$ cat src/rtl/alu_arbiter_if.sv
// One requester channel of the ALU arbiter: operation request plus result handshake.
interface alu_arbiter_if #(
  parameter int DATA_W = 8,
  parameter int OP_W   = 4
);
  logic              valid;
  logic              ready;
  logic [DATA_W-1:0] a;
  logic [DATA_W-1:0] b;
  logic [OP_W-1:0]   op;
  logic              rsp_valid;
  logic              rsp_ready;

  // Requester side
  modport master (
    output valid, a, b, op, rsp_ready,
    input  ready, rsp_valid
  );

  // Arbiter side
  modport slave (
    input  valid, a, b, op, rsp_ready,
    output ready, rsp_valid
  );
endinterface

$ cat src/rtl/alu_arbiter.sv
// Shares one combinational ALU between two requesters with round-robin
// arbitration. One transaction in flight: accept, drive ALU for one cycle,
// then hold the registered result until the owner takes it.
//
// state | meaning
// IDLE  | waiting for a request; grant is combinational, ready only here
// EXEC  | latched operands on the ALU; result captured at the end of this cycle
// RESP  | result held for the owner until its rsp_ready
module alu_arbiter #(
  parameter int DATA_W = 8,
  parameter int OP_W   = 4
) (
  input  logic              clk_i,
  input  logic              rst_i,
  alu_arbiter_if.slave      req0_if,
  alu_arbiter_if.slave      req1_if,
  output logic [DATA_W-1:0] rsp_data_o,
  output logic              rsp_zero_o,
  output logic [DATA_W-1:0] alu_a_o,
  output logic [DATA_W-1:0] alu_b_o,
  output logic [OP_W-1:0]   alu_op_o,
  input  logic [DATA_W-1:0] alu_out_i,
  output logic              busy_o
);

  typedef enum logic [1:0] {
    IDLE = 2'd0,
    EXEC = 2'd1,
    RESP = 2'd2
  } state_e;

  state_e            state_q;
  logic              last_grant_q;
  logic              owner_q;
  logic [DATA_W-1:0] a_q;
  logic [DATA_W-1:0] b_q;
  logic [OP_W-1:0]   op_q;
  logic [DATA_W-1:0] rsp_data_q;
  logic              rsp_zero_q;
  logic              rsp0_valid_q;
  logic              rsp1_valid_q;

  logic              grant_any;
  logic              grant1;
  logic              accept;
  logic              own_rsp_ready;

  // Round-robin grant: on a tie the port that did not win last time goes
  always_comb begin
    grant_any = 1'b0;
    grant1    = 1'b0;
    if (req0_if.valid && req1_if.valid) begin
      grant_any = 1'b1;
      grant1    = ~last_grant_q;
    end else if (req1_if.valid) begin
      grant_any = 1'b1;
      grant1    = 1'b1;
    end else if (req0_if.valid) begin
      grant_any = 1'b1;
    end
  end

  assign accept        = (state_q == IDLE) && grant_any;
  assign req0_if.ready = accept && !grant1;
  assign req1_if.ready = accept && grant1;
  assign own_rsp_ready = owner_q ? req1_if.rsp_ready : req0_if.rsp_ready;

  // Transaction FSM with registered operands, result and response valids
  always_ff @(posedge clk_i) begin
    if (rst_i) begin
      state_q      <= IDLE;
      last_grant_q <= 1'b1;
      owner_q      <= 1'b0;
      a_q          <= '0;
      b_q          <= '0;
      op_q         <= '0;
      rsp_data_q   <= '0;
      rsp_zero_q   <= 1'b0;
      rsp0_valid_q <= 1'b0;
      rsp1_valid_q <= 1'b0;
    end else begin
      case (state_q)
        IDLE: begin
          if (accept) begin
            owner_q <= grant1;
            a_q     <= grant1 ? req1_if.a  : req0_if.a;
            b_q     <= grant1 ? req1_if.b  : req0_if.b;
            op_q    <= grant1 ? req1_if.op : req0_if.op;
            state_q <= EXEC;
          end
        end
        EXEC: begin
          rsp_data_q   <= alu_out_i;
          rsp_zero_q   <= (alu_out_i == '0);
          last_grant_q <= owner_q;
          rsp0_valid_q <= ~owner_q;
          rsp1_valid_q <= owner_q;
          state_q      <= RESP;
        end
        RESP: begin
          if (own_rsp_ready) begin
            rsp0_valid_q <= 1'b0;
            rsp1_valid_q <= 1'b0;
            state_q      <= IDLE;
          end
        end
        default: state_q <= IDLE;
      endcase
    end
  end

  assign req0_if.rsp_valid = rsp0_valid_q;
  assign req1_if.rsp_valid = rsp1_valid_q;
  assign rsp_data_o        = rsp_data_q;
  assign rsp_zero_o        = rsp_zero_q;
  assign alu_a_o           = a_q;
  assign alu_b_o           = b_q;
  assign alu_op_o          = op_q;
  assign busy_o            = (state_q != IDLE);

endmodule

$ cat src/flat_wrapper.sv
// flat-port wrapper written by rule: the top's interface ports become plain ports
module alu_arbiter_flat 
#(
  parameter int DATA_W = 8,
  parameter int OP_W   = 4
)
  (clk_i, rst_i, rsp_data_o, rsp_zero_o, alu_a_o, alu_b_o, alu_op_o, alu_out_i, busy_o, req0_if_valid, req0_if_a, req0_if_b, req0_if_op, req0_if_rsp_ready, req0_if_ready, req0_if_rsp_valid, req1_if_valid, req1_if_a, req1_if_b, req1_if_op, req1_if_rsp_ready, req1_if_ready, req1_if_rsp_valid);
  alu_arbiter_if #(.DATA_W(DATA_W), .OP_W(OP_W)) req0_if_i ();
  alu_arbiter_if #(.DATA_W(DATA_W), .OP_W(OP_W)) req1_if_i ();
  input  logic clk_i;
  input  logic rst_i;
  output logic [DATA_W-1:0] rsp_data_o;
  output logic rsp_zero_o;
  output logic [DATA_W-1:0] alu_a_o;
  output logic [DATA_W-1:0] alu_b_o;
  output logic [OP_W-1:0] alu_op_o;
  input  logic [DATA_W-1:0] alu_out_i;
  output logic busy_o;
  input wire logic [$bits(req0_if_i.valid)-1:0] req0_if_valid;
  input wire logic [$bits(req0_if_i.a)-1:0] req0_if_a;
  input wire logic [$bits(req0_if_i.b)-1:0] req0_if_b;
  input wire logic [$bits(req0_if_i.op)-1:0] req0_if_op;
  input wire logic [$bits(req0_if_i.rsp_ready)-1:0] req0_if_rsp_ready;
  output wire logic [$bits(req0_if_i.ready)-1:0] req0_if_ready;
  output wire logic [$bits(req0_if_i.rsp_valid)-1:0] req0_if_rsp_valid;
  input wire logic [$bits(req1_if_i.valid)-1:0] req1_if_valid;
  input wire logic [$bits(req1_if_i.a)-1:0] req1_if_a;
  input wire logic [$bits(req1_if_i.b)-1:0] req1_if_b;
  input wire logic [$bits(req1_if_i.op)-1:0] req1_if_op;
  input wire logic [$bits(req1_if_i.rsp_ready)-1:0] req1_if_rsp_ready;
  output wire logic [$bits(req1_if_i.ready)-1:0] req1_if_ready;
  output wire logic [$bits(req1_if_i.rsp_valid)-1:0] req1_if_rsp_valid;
  assign req0_if_i.valid = req0_if_valid;
  assign req0_if_i.a = req0_if_a;
  assign req0_if_i.b = req0_if_b;
  assign req0_if_i.op = req0_if_op;
  assign req0_if_i.rsp_ready = req0_if_rsp_ready;
  assign req0_if_ready = req0_if_i.ready;
  assign req0_if_rsp_valid = req0_if_i.rsp_valid;
  assign req1_if_i.valid = req1_if_valid;
  assign req1_if_i.a = req1_if_a;
  assign req1_if_i.b = req1_if_b;
  assign req1_if_i.op = req1_if_op;
  assign req1_if_i.rsp_ready = req1_if_rsp_ready;
  assign req1_if_ready = req1_if_i.ready;
  assign req1_if_rsp_valid = req1_if_i.rsp_valid;
  alu_arbiter #(.DATA_W(DATA_W), .OP_W(OP_W)) u_core (.clk_i(clk_i), .rst_i(rst_i), .req0_if(req0_if_i), .req1_if(req1_if_i), .rsp_data_o(rsp_data_o), .rsp_zero_o(rsp_zero_o), .alu_a_o(alu_a_o), .alu_b_o(alu_b_o), .alu_op_o(alu_op_o), .alu_out_i(alu_out_i), .busy_o(busy_o));
endmodule
$ cat config.mk
export PLATFORM = sky130hd
export DESIGN_NAME = alu_arbiter_flat
export DESIGN_NICKNAME = d
export VERILOG_FILES = /design/src/rtl/alu_arbiter_if.sv /design/src/rtl/alu_arbiter.sv /design/src/flat_wrapper.sv
export SDC_FILE = /design/constraint.sdc
export NUM_CORES = 1
export LEC_CHECK = 0
export ABC_AREA = 1
export CELL_PAD_IN_SITES_DETAIL_PLACEMENT = 0
export CELL_PAD_IN_SITES_GLOBAL_PLACEMENT = 1
export CORE_MARGIN = 3
export CORE_UTILIZATION = 29
export CTS_CLUSTER_DIAMETER = 60
export DETAILED_ROUTE_END_ITERATION = 6
export PLACE_DENSITY = 0.9
export SETUP_SLACK_MARGIN = 0.15
export SYNTH_ARGS = -nofsm -noshare
export SYNTH_HDL_FRONTEND = slang
export SYNTH_SLANG_ARGS = --single-unit
$ cat constraint.sdc
create_clock -name clk_i -period 1.5 [get_ports clk_i]
set_input_delay 0.225 -clock clk_i [delete_from_list [all_inputs] [get_ports clk_i]]
set_output_delay 0.225 -clock clk_i [all_outputs]
set_load 0.02 [all_outputs]
==> flow_metrics.tcl <==
set metrics [dict create \
    r2r-end "u_core.alu_a_o[0]" \
    yosys.area.top_type_share_pct 41.0 \
    dieWidth_um 82.7 \
    place_ws_ns -0.470 \
    clk_pin_slew_worst_paths_ns 0.07 \
    power_density_nw_per_um2 962 \
    syn-cell-area_um2 1710 \
    synthesis.nets 272 \
    port_buffers 87 \
    holdPathEnd "u_core.req0_if.rsp_valid" \
    cts_tree "done" \
    outcome "finished, final reports clean" \
    startpoint "u_core.state_q[1]" \
    first_pass_iters 4 \
    yosys-top-cells-area "dfxtp_1 41%, a21oi_2 10%, nand2_2 8.1%" \
    p_int_uw 1760 \
    wl_met1_um 1910 \
    max_slew.worst_pin.slew_ns 0.327 \
    syn_to_final_growth_pct 59.1 \
    die_area_um2 6850 \
    swShare_pct 32.7 \
    tns_ns 0 \
    vias_per_cell 4.40 \
    yosysTopAreaCell "dfxtp_1" \
    comb_power_share_pct 33.6 \
    finalMaxSlewViolations 0 \
    finalCritPeriodShare_pct 89.1 \
    cts.sinks 35 \
    setup_viol 0 \
    rrSetupSlack_ns 0.25 \
    yosysWarnings 0 \
    mostFrequentLayoutCells "51 x clkdlybuf4s50_1, 33 x dlygate4sd2_1, 32 x dfxtp_1" \
    dr_wl_met3_um 411 \
    rsz0062_at_grt "true" \
    fmax_mhz 749 \
    drive_above_1_share_pct 25.7 \
    h-tree-depth 2 \
    drc 0 \
    antenna_found_initial 1 \
    p_seq_share_pct 41.6 \
    wl_met2_um 2070 \
    ys_ff_latch 35 \
    required_ns 1.27 \
    post_dp_cell_area_um2 2650 \
    holdCritStartpoint "u_core.req0_if.rsp_valid" \
    crit_arrival_ns 1.11 \
    peakVddDrop_mv 0.483 \
    row_count 27 \
    grt_max_degree 41 \
    die_h_um 82.7 \
    via_count 1688 \
    gp_congestion 0.678 \
    top_layer_used "met4" \
    grt.total_usage_pct 13.8 \
    cp_max_fo 2 \
    grt_pass1_wl_um 7130 \
    gr-total-overflow 0 \
    drtIter0Drc 27 \
    yosysSeqAreaShare_pct 41.0 \
    hpwlAfterDp_um 3290 \
    clock_path_buffers 2 \
    drt_wl_total_um 4450 \
    io_pins 88 \
    fin_area_um2 2720 \
    power_leakage_uw 0.00120 \
    hp-class "register to register" \
    synth_cells 218 \
    clockPowerShare_pct 24.8 \
    worstHoldPathCells 2 \
    slew-limit-headroom_pct 78.2 \
    max_cap_violations 0 \
    hold_buffers 0 \
    yosys.cell_types.count 20 \
    nets 364 \
    skew_ns 0.00253 \
    layout_commonest_cell "clkdlybuf4s50_1" \
    crit_path_end_kind "primary output" \
    path_class "register to primary output" \
    timing.reg2reg.worst_path_depth 7 \
    syn_area_per_cell_um2 7.83 \
    initial_core_util_pct 30.5 \
    clk_latency_ns 0.28 \
    crit_path_start_kind "register" \
    timing.rr.start "u_core.state_q[1]" \
    hold_viol 0 \
    setup_ws_ns 0.164 \
    clockRootBuffer "clkbuf_8" \
    final_antenna_net_count 0 \
    p_sw_uw 856 \
    numCtsBuffers 5 \
    avgRoutedWirePerCell_um 11.6 \
    cts_setup_buffers 0 \
    grt_pass1_vias 1576 \
    finalWorstPathRequiredPeriod_ns 1.34 \
    core_um2 5610 \
]
## final cells by class
type	count	area, um2
diodes	1	2.50
clock buffers	7	76.3
clock inverters	1	5.00
fillers	613	2890
inverters	15	58.8
multi-input cells	154	857
flip-flops and latches	35	704
well taps	72	90.1
repair buffers	99	923
## logic make-up after synthesis
group / after synthesis / synth area share [%]
AOI/OAI and AO/OA: 58 / 21.4
DFF: 35 / 41.0
buffers and inverters: 29 / 9.82
and+or+nand+nor: 96 / 27.8
## routing by layer
layer  vias to the layer above  track usage, %
met3                         6            5.75
met1                       727            15.7
met4                         0            4.41
li1                        895               -
met2                        60            23.2
met5                         -               0
## synthesized netlist by cell type, drive strengths merged
cell type / instances
buf: 13
o21ai: 27
nand3: 23
nor2: 33
a21oi: 31
dfxtp: 35
clkbuf: 1
nor3: 1
inv: 15
and2: 1
nand2: 38
## metrics by stage
step	hold WS [ns]	utilization, %	power (uW)	std cells
final	0.463	48.5	2620	384
after global routing	0.491	48.5	2790	384
after global placement	0.450	47.2	2040	375
after detailed placement	0.453	47.2	2050	375
after CTS	0.461	47.8	2630	383
after floorplan	0.294	-	1640	218
## timing repair
item	4_1_cts	5_1_grt
hold endpoints to repair	0	0
endpoints found under the setup margin	54	7
gates resized for setup	48	15
cloned	0	0
pin swaps	0	1
## power groups by stage
| stage | Sequential, uW | Clock [uW] | Combinational, uW |
|---|---|---|---|
| 2_1_floorplan | 1220 | 0 | 419 |
| 4_1_cts | 1090 | 674 | 871 |
| 6_report | 1090 | 649 | 878 |
| 3_5_place_dp | 1110 | 0 | 939 |
| 3_3_place_gp | 1110 | 0 | 932 |
| 5_1_grt | 1100 | 716 | 968 |
## how the worst max path moves through the flow
stage / end / depth (start not counted) / slack, ns
2_1_floorplan: req0_if_ready / 5 / 0.24
3_3_place_gp: req0_if_ready / 6 / -0.45
3_5_place_dp: req0_if_ready / 6 / -0.47
4_1_cts: req0_if_ready / 6 / 0.10
5_1_grt: req0_if_ready / 6 / 0.1
6_report: req0_if_ready / 6 / 0.16
## sequential cells by signal, summed over array words and instances (netlist names)
register                  count
u_core.state_q                2
u_core.req0_if.rsp_valid      1
u_core.last_grant_q           1
u_core.alu_b_o                8
u_core.owner_q                1
u_core.rsp_data_o             8
u_core.alu_op_o               4
u_core.alu_a_o                8
u_core.req1_if.rsp_valid      1
u_core.rsp_zero_o             1
## worst max-delay path, stage by stage, from the launching register on
cell and delay (ns):
dfxtp_2 0.32, inv_2 0.07, nand2_4 0.08, nor2_8 0.09
inv_2 0.05, nor2_4 0.10, buf_6 0.12
(Power assumes the default switching activity.)
==> variant, RTL diff (config.mk and constraints unchanged) <==
The 3 states of `state_e` get a one-hot encoding in 3 bits.
--- a/src/rtl/alu_arbiter.sv
+++ b/src/rtl/alu_arbiter.sv
@@ -24,8 +24,8 @@
 );
 
-  typedef enum logic [1:0] {
-    IDLE = 2'd0,
-    EXEC = 2'd1,
-    RESP = 2'd2
+  typedef enum logic [2:0] {
+    IDLE = 3'b001,
+    EXEC = 3'b010,
+    RESP = 3'b100
   } state_e;
 
Function: no difference found for any inputs over 10 cycles, from zero or initial values and one cycle with rst_i high; not proved beyond that.
==> variant against the unedited design <==
  * Hold slack worse by 0.0068 ns
  * Sequential cell count up 1
  * Area after synthesis down 3.6%
  * Routed wire length up 16%
  * Total power down 1.8%
  * Core utilization up 3.1 points
  * Largest cell class unchanged
  * Die area down 3.3%
  * Setup slack worse by 0.047 ns
  * Design area up 0.60%
  * Sequential share of layout area up 0.67 points
==> variant: results (changes against the unedited design) <==
metric,value,unit,change
clk_lat worst skew,0.28,ns,about the same
Peak VDD IR,0.000438,V,-9.3%
post-synthesis compound-gate area fraction,0.104,,-0.110
drt pass-1 iters,4,,unchanged
uppermost layer routed,met4,,
Synth Area in Adders,0,,unchanged
metal2 WL,2410,microns,+16%
post-synthesis mux area share,0,,unchanged
Post-DP Area,2660,sq um,+0.38%
met3 Use GR,0.0377,,-0.0198
Hold WS,0.457,ns,-0.00682 ns
Async SR Flop Fraction,0,,unchanged
clk_skew,0.00371,ns,+0.00119 ns
vias post-DR,1851,,+9.7%
critical path's slowest cell,dfxtp_4,,
share of cells above drive strength 1,0.116,,-0.142
met3 WL,280,microns,-32%
CTS Buf Count,5,,unchanged
Clock Power,0.000618,W,-4.8%
hold wc startpoint,u_core.rsp_data_o[3]$_SDFFE_PP0P_,,
CTS Root Buffer Type,clkbuf_8,,
met2 Track Usage GR,0.267,,+0.0347
reg2reg end,u_core.alu_a_o[6]$_SDFFE_PP0P_,,
crit-path max FO,3,,+1
post-DP HPWL,3800,microns,+15%
Synth warnings,0,,unchanged
Clock H-tree levels,2,,unchanged
Worst Path Arrival,1.16,ns,+0.05 ns
Inserted Diodes,0,,-1
Routability Congestion,0.788,,+16%
largest net degree at the start of global routing,22,,-46%
Worst Hold Depth,2,,unchanged
hold_buf cts,0,,unchanged
DR iter-0 viols,61,,+130%
first-pass GRT wire length,8200,microns,+15%
P_seq,0.00110,W,
Routed WL,5140,microns,+16%
outcome,finished clean,,
GRT Resource Usage Total,0.162,,+0.0240
Worst path max stage delay,0.38,ns,+0.06 ns
grt met1 use,0.199,,+0.0421
Synth top cells by count,"115 x nand2_1, 36 x dfxtp_1, 31 x a21oi_1, 24 x nand3_1, 12 x nor2_1",,
WHS Endpoint,u_core.rsp_data_o[3]$_SDFFE_PP0P_,,
PortBufs,87,,unchanged
Worst slew margin,0.751,,-0.0307
pre-CTS setup slack,-0.500,ns,-0.0295 ns
met1 WL,2360,microns,+23%
sequential share of the synthesized area,0.438,,+0.0274
switching part of the total,0.322,,-0.00581
"top cells by area, synth","dfxtp_1 44%, nand2_1 26%, a21oi_1 9.4%, nand3_1 7.3%, nor2_1 2.7%",,
Syn Nets,305,,+12%
Final #Nets,402,,+10%
most frequent cell after synthesis,nand2_1,,
initial antenna violation count,0,,-1
distinct cell type count after synthesis,15,,-25%
vias in the first global route,1741,,+10%
LEAKAGE,1.31,nW,+8.7%
clk buf depth,2,,unchanged
Worst Hold Class,flop to flop,,
[variant: worst max-delay path, delay by kind of cell, from the launching register on]
| family | cells | cell delay [ns] |
|---|---|---|
| flip-flops | 1 | 0.38 |
| buffers and inverters | 2 | 0.17 |
| AND/OR/NAND/NOR | 3 | 0.32 |
[variant: kinds of logic (layout without fill, tap and decap cells)]
family,count (synthesis),count (layout)
AOI/OAI and AO/OA,34,34
and+or+nand+nor,156,156
DFF,36,36
buffers and inverters,25,120
[variant: how the worst max path moves through the flow]
| stage | start | endpoint | slack (ns) | cells after the start |
|---|---|---|---|---|
| floorplan | u_core.state_q[0]$_SDFFE_PP1P_ | req1_if_ready | 0.18 | 5 |
| global placement | req1_if_valid | req0_if_ready | -0.48 | 6 |
| detailed placement | req1_if_valid | req0_if_ready | -0.50 | 6 |
| CTS | u_core.state_q[1]$_SDFFE_PP0P_ | req0_if_ready | 0.09 | 6 |
| global route | u_core.state_q[0]$_SDFFE_PP1P_ | req1_if_ready | 0.04 | 5 |
| finish | u_core.state_q[0]$_SDFFE_PP1P_ | req1_if_ready | 0.12 | 5 |
[variant: timing repair]
| item | 4_1_cts | 5_1_grt |
|---|---|---|
| setup buffers | 0 | 2 |
| pin swaps | 0 | 4 |
| gates resized for setup | 47 | 14 |
| setup endpoints to repair | 34 | 3 |
[variant: layout make-up]
cell class | instances | area, sq um
fill | 562 | 2570
clock buffer | 5 | 68.8
sequential | 36 | 727
timing repair buffer | 105 | 975
multi-input combinational | 190 | 833
inverter | 10 | 42.5
tap | 70 | 87.6
[variant: per-stage QoR]
stage               total power (W)  std cells  utilization
global route                0.00272        416        0.516
detailed placement          0.00199        409        0.501
CTS                         0.00254        414        0.504
floorplan                   0.00155        251            -
global placement            0.00198        409        0.501
finish                      0.00257        416        0.516
